--- config.mk ---
export PLATFORM = sky130hd
export DESIGN_NAME = store_pack_unit_flat
export DESIGN_NICKNAME = d
export VERILOG_FILES = /design/src/rtl/store_pack_if.sv /design/src/rtl/store_pack_unit.sv /design/src/flat_wrapper.sv
export SDC_FILE = /design/constraint.sdc
export NUM_CORES = 1
export LEC_CHECK = 0
export BUFFER_PORTS_ARGS = -buffer_cell sky130_fd_sc_hd__buf_4
export CORE_MARGIN = 2
export CORE_UTILIZATION = 46
export DETAILED_ROUTE_END_ITERATION = 10
export PLACE_DENSITY = 0.87
export SYNTH_ARGS = -nofsm -noshare
export SYNTH_HDL_FRONTEND = slang
export SYNTH_SLANG_ARGS = --single-unit
--- constraint.sdc ---
create_clock -name clk -period 3.5 [get_ports clk]
set_input_delay 1.05 -clock clk [delete_from_list [all_inputs] [get_ports clk]]
set_output_delay 1.05 -clock clk [all_outputs]
set_load 0.02 [all_outputs]
--- src/rtl/store_pack_if.sv ---
// Execute-stage / data-memory bundle for store_pack_unit.
// The misalign signal exists only when STORE_MISALIGN_EXC_EN is defined.
interface store_pack_if #(
  parameter int ADDR_W = 32,
  parameter int DATA_W = 32
);
  logic              start;
  logic [1:0]        st_op;
  logic [ADDR_W-1:0] addr;
  logic [DATA_W-1:0] wdata_in;
  logic              busy;
  logic              done;
  logic              mem_req;
  logic [ADDR_W-1:0] mem_addr;
  logic [DATA_W-1:0] mem_wdata;
  logic [3:0]        mem_be;
  logic              mem_ack;
`ifdef STORE_MISALIGN_EXC_EN
  logic              misalign;

  modport slave (
    input  start, st_op, addr, wdata_in, mem_ack,
    output busy, done, mem_req, mem_addr, mem_wdata, mem_be, misalign
  );
  modport master (
    output start, st_op, addr, wdata_in, mem_ack,
    input  busy, done, mem_req, mem_addr, mem_wdata, mem_be, misalign
  );
`else
  modport slave (
    input  start, st_op, addr, wdata_in, mem_ack,
    output busy, done, mem_req, mem_addr, mem_wdata, mem_be
  );
  modport master (
    output start, st_op, addr, wdata_in, mem_ack,
    input  busy, done, mem_req, mem_addr, mem_wdata, mem_be
  );
`endif
endinterface

--- src/rtl/store_pack_unit.sv ---
// Store-side narrowing/lane steering with a req/ack handshake to data memory.
// Optional macro STORE_MISALIGN_EXC_EN: flag misaligned SH/SW instead of storing.
module store_pack_unit #(
  parameter int ADDR_W = 32,
  parameter int DATA_W = 32
) (
  input  logic         clk,
  input  logic         rst,
  store_pack_if.slave  sp
);

  typedef enum logic [1:0] {IDLE, REQ, DONE} state_t;

  state_t            state, state_nxt;
  logic [ADDR_W-1:0] addr_p0;
  logic [DATA_W-1:0] data_p0;
  logic [3:0]        be_p0;
  logic              take;
  logic              illegal;
  logic              mis;

  function automatic logic [DATA_W-1:0] pack_data(input logic [1:0] op,
                                                  input logic [DATA_W-1:0] d);
    case (op)
      2'b00:   return {(DATA_W/8){d[7:0]}};
      2'b01:   return {(DATA_W/16){d[15:0]}};
      default: return d;
    endcase
  endfunction

  function automatic logic [3:0] pack_be(input logic [1:0] op, input logic [1:0] lo);
    case (op)
      2'b00:   return 4'b0001 << lo;
      2'b01:   return lo[1] ? 4'b1100 : 4'b0011;
      2'b10:   return 4'b1111;
      default: return 4'b0000;
    endcase
  endfunction

  assign take    = (state == IDLE) && sp.start;
  assign illegal = (sp.st_op == 2'b11);

`ifdef STORE_MISALIGN_EXC_EN
  logic mis_p0;
  assign mis = ((sp.st_op == 2'b01) && sp.addr[0]) ||
               ((sp.st_op == 2'b10) && (sp.addr[1:0] != 2'b00));

  always_ff @(posedge clk or posedge rst) begin
    if (rst)       mis_p0 <= 1'b0;
    else if (take) mis_p0 <= mis;
  end

  assign sp.misalign = (state == DONE) && mis_p0;
`else
  assign mis = 1'b0;
`endif

  always_ff @(posedge clk or posedge rst) begin
    if (rst) state <= IDLE;
    else     state <= state_nxt;
  end

  always_comb begin
    state_nxt = state;
    case (state)
      IDLE: if (sp.start) state_nxt = (illegal || mis) ? DONE : REQ;
      REQ:  if (sp.mem_ack) state_nxt = DONE;
      DONE: state_nxt = IDLE;
      default: state_nxt = IDLE;
    endcase
  end

  // p0: operands captured at start; address word-aligned, data replicated into lanes
  always_ff @(posedge clk or posedge rst) begin
    if (rst) begin
      addr_p0 <= '0;
      data_p0 <= '0;
      be_p0   <= 4'b0000;
    end else if (take) begin
      addr_p0 <= {sp.addr[ADDR_W-1:2], 2'b00};
      data_p0 <= pack_data(sp.st_op, sp.wdata_in);
      be_p0   <= (illegal || mis) ? 4'b0000 : pack_be(sp.st_op, sp.addr[1:0]);
    end
  end

  assign sp.busy      = (state != IDLE);
  assign sp.done      = (state == DONE);
  assign sp.mem_req   = (state == REQ);
  assign sp.mem_addr  = addr_p0;
  assign sp.mem_wdata = data_p0;
  assign sp.mem_be    = (state == REQ) ? be_p0 : 4'b0000;

endmodule

--- src/flat_wrapper.sv ---
// flat-port wrapper written by rule: the top's interface ports become plain ports
module store_pack_unit_flat 
#(
  parameter int ADDR_W = 32,
  parameter int DATA_W = 32
)
  (clk, rst, sp_start, sp_st_op, sp_addr, sp_wdata_in, sp_mem_ack, sp_busy, sp_done, sp_mem_req, sp_mem_addr, sp_mem_wdata, sp_mem_be);
  store_pack_if #(.ADDR_W(ADDR_W), .DATA_W(DATA_W)) sp_i ();
  input  logic clk;
  input  logic rst;
  input wire logic [$bits(sp_i.start)-1:0] sp_start;
  input wire logic [$bits(sp_i.st_op)-1:0] sp_st_op;
  input wire logic [$bits(sp_i.addr)-1:0] sp_addr;
  input wire logic [$bits(sp_i.wdata_in)-1:0] sp_wdata_in;
  input wire logic [$bits(sp_i.mem_ack)-1:0] sp_mem_ack;
  output wire logic [$bits(sp_i.busy)-1:0] sp_busy;
  output wire logic [$bits(sp_i.done)-1:0] sp_done;
  output wire logic [$bits(sp_i.mem_req)-1:0] sp_mem_req;
  output wire logic [$bits(sp_i.mem_addr)-1:0] sp_mem_addr;
  output wire logic [$bits(sp_i.mem_wdata)-1:0] sp_mem_wdata;
  output wire logic [$bits(sp_i.mem_be)-1:0] sp_mem_be;
  assign sp_i.start = sp_start;
  assign sp_i.st_op = sp_st_op;
  assign sp_i.addr = sp_addr;
  assign sp_i.wdata_in = sp_wdata_in;
  assign sp_i.mem_ack = sp_mem_ack;
  assign sp_busy = sp_i.busy;
  assign sp_done = sp_i.done;
  assign sp_mem_req = sp_i.mem_req;
  assign sp_mem_addr = sp_i.mem_addr;
  assign sp_mem_wdata = sp_i.mem_wdata;
  assign sp_mem_be = sp_i.mem_be;
  store_pack_unit #(.ADDR_W(ADDR_W), .DATA_W(DATA_W)) u_core (.clk(clk), .rst(rst), .sp(sp_i));
endmodule
==> impl_metrics.toml <==
[global_route]
grt_pass1_vias = 2663
grt_max_degree = 60
top_usage_layer = "met2"
grt_first_pass_wirelength_mm = 13.0
grt_overflow = 0
met1_usage = 0.302
grt_util_met3 = 0.0437
grt_use_met2 = 0.395
track_usage = 0.234
antenna_found_initial = 0

[clock_network]
cts_buffer_depth = 2
cts_tree = "yes"
holdBufCountCts = 0
cts_made_buffers = 9
postCtsSetupBuffers = 0
cts_root_buffer = "clkbuf_8"
cts_resized = 0
cts_max_level = 3
clkTransAtPathRegs_ps = 70
worstSkewPairLatency_ps = 330
clock_sinks = 68

[setup_path]
cp.required_ps = 2450
slowest_stage = "dfrtp_1"
cp_num_buf_inv = 1
crit_type = "reg -> out"
cp_max_fo = 7
slowest_delay_ps = 440
end_kind = "output port"
cp_top_family = "simple AND/OR/NAND/NOR gates"
crit_arrival_ps = 1420
path_cells = "nor2b_1, and2_1, buf_4"
start_kind = "flip-flop"

[synth]
async_reset_ff_frac = 1.00
synth_compound_area_frac = 0.0909
syn_inst = 321
synth_top_family_by_area = "simple AND/OR/NAND/NOR gates"
synthSimpleGateAreaFrac = 0.245
synth-seq-area-share = 0.589
yosysWarningCount = 0
synthXorXnorAreaFrac = 0
syn_area_per_cell_um2 = 9.00
synthAdderAreaFrac = 0
ys_seq_elements = 68
ys_types = 26
muxShareOfSynthArea = 0.0277
syn_area_mm2 = 0.00289
synth_top_flop_cell = "dfrtp_1"
synth_edf_count = 0

[die]
dieArea_mm2 = 0.00693
placementRows = 28
initial_core_util = 0.482
die_width_um = 83.3
ios = 141
die_h_um = 83.3
fp.coreArea_mm2 = 0.00599

[cells_and_area]
drive_above_1_share = 0.354
antenna_cells = 0
final_nets = 522
area_growth_syn_to_layout_pct = 42.7

[sta]
hold_viol = 0
setup_violations = 0
timing.final.crit_share = 0.707
fin_hold_ws_ps = 476
skew_ps = 6.69
period_minus_slack_ps = 2470
fmax_mhz = 404
setup_tns_ps = 0
setup_ws_ps = 1030
slew_violations = 0
worstMarginPinSlew_ps = 1150
rsz0062_at_grt = "false"
slew-limit-headroom = 0.233

[route]
vias = 2654
vias_per_cell = 4.99
drt_wl_total_mm = 7.89
ant_nets = 0
drt-pass1-iter-count = 5
drt_iter0_drc = 102
drc = 0
wl_per_cell_um = 14.8

[hold_path]
hp-class = "reg -> reg"

[power_and_ir_drop]
power_uw = 3210
irDropWorstVdd_uv = 378
power_density_mw_per_mm2 = 779
leakage_uw = 0.00221

[placement]
hpwlAfterDp_mm = 5.77
dp_slack_ps = 919
gp_congestion = 0.724
numPortBuffers = 138

[outcome]
status = "finished, final reports clean"

[flow_run]
maxCapViolCount = 0
==> cells in the final DEF, fill, tap and decap left out, types with 2 or more instances in the layout <==
| cell | synthesis | final |
|---|---|---|
| a31oi_1 | 16 | 16 |
| mux2i_1 | 8 | 8 |
| or2_2 | 3 | 3 |
| clkbuf_1 | 2 | 2 |
| clkinv_2 | 0 | 3 |
| nand2_1 | 144 | 144 |
| inv_1 | 3 | 2 |
| dfrtp_1 | 68 | 68 |
| nor2_1 | 17 | 17 |
| nor2b_1 | 3 | 3 |
| a21oi_1 | 5 | 5 |
| o21ai_0 | 12 | 12 |
| buf_4 | 2 | 140 |
| a22oi_1 | 7 | 7 |
| clkbuf_8 | 0 | 9 |
| and2_1 | 4 | 4 |
| conb_1 | 1 | 2 |
==> through the flow <==
stage | util | area [um^2] | cells
2_1_floorplan | - | 2890 | 322
3_3_place_gp | 0.658 | 3940 | 516
3_5_place_dp | 0.658 | 3940 | 516
4_1_cts | 0.688 | 4120 | 532
5_1_grt | 0.688 | 4120 | 532
6_report | 0.688 | 4120 | 532
==> worst reg2reg max path, cell delays in order, from the launching register on <==
cell	delay, ps
dfrtp_1	430
or3b_2	920
a22o_1	410
==> layout make-up <==
cell class / instances / area, um^2
timing repair buffer: 141 / 1070
sequential: 68 / 1700
fill: 498 / 1870
inverter: 3 / 11.3
multi-input combinational: 229 / 1060
clock inverter: 5 / 52.6
tap: 75 / 93.8
clock buffer: 11 / 131
==> power by group <==
part	switching [uW]	internal, uW
logic	787	564
registers	173	1080
clock network	285	326
==> cell usage after synthesis, types with 2 or more instances <==
| cell type | n | area (um^2) |
|---|---|---|
| a21oi_1 | 5 | 25.0 |
| nor2b_1 | 3 | 18.8 |
| inv_1 | 3 | 11.3 |
| mux2i_1 | 8 | 80.1 |
| o21ai_0 | 12 | 60.1 |
| clkbuf_1 | 2 | 7.51 |
| nor2_1 | 17 | 63.8 |
| a31oi_1 | 16 | 100 |
| buf_6 | 2 | 22.5 |
| buf_2 | 15 | 75.1 |
| buf_4 | 2 | 15.0 |
| or2_2 | 3 | 18.8 |
| dfrtp_1 | 68 | 1700 |
| and2_1 | 4 | 25.0 |
| a22oi_1 | 7 | 52.6 |
| nand2_1 | 144 | 541 |
==> registers in the layout, indices dropped and copies added, names as in the netlist <==
register	count
u_core.be_p0	4
u_core.sp.mem_addr	30
u_core.sp.mem_wdata	32
u_core.state	2
==> logic make-up (layout without fill, tap and decap cells) <==
family,count (synthesis),in the layout
AND/OR/NAND/NOR,176,176
flip-flops,68,68
AO/OA/AOI/OAI,43,43
buffers and inverters,25,160
multiplexers,8,8
other,1,2
==> final timing paths <==
path,start,endpoint,slack (ps),cells after the start
setup / recovery,u_core.state[0],sp_mem_be[2],1030,3
hold / removal,u_core.sp.mem_addr[29],u_core.sp.mem_addr[29],480,2
setup reg to reg,u_core.state[1],u_core.be_p0[1],1620,2
hold reg to reg,u_core.sp.mem_addr[29],u_core.sp.mem_addr[29],480,2
max in group asynchronous,rst,u_core.sp.mem_wdata[6],2070,3
min in group asynchronous,rst,u_core.sp.mem_addr[16],800,2
==> layer usage <==
metal  share of wire  wire length, um  vias to the layer above
li1                -                -                     1287
met1            0.42             3300                     1265
met2            0.51             4030                       95
met3           0.058              460                        7
met4           0.012               95                        0
met5               0                0                        -
Power figures use the tool's default switching activity.
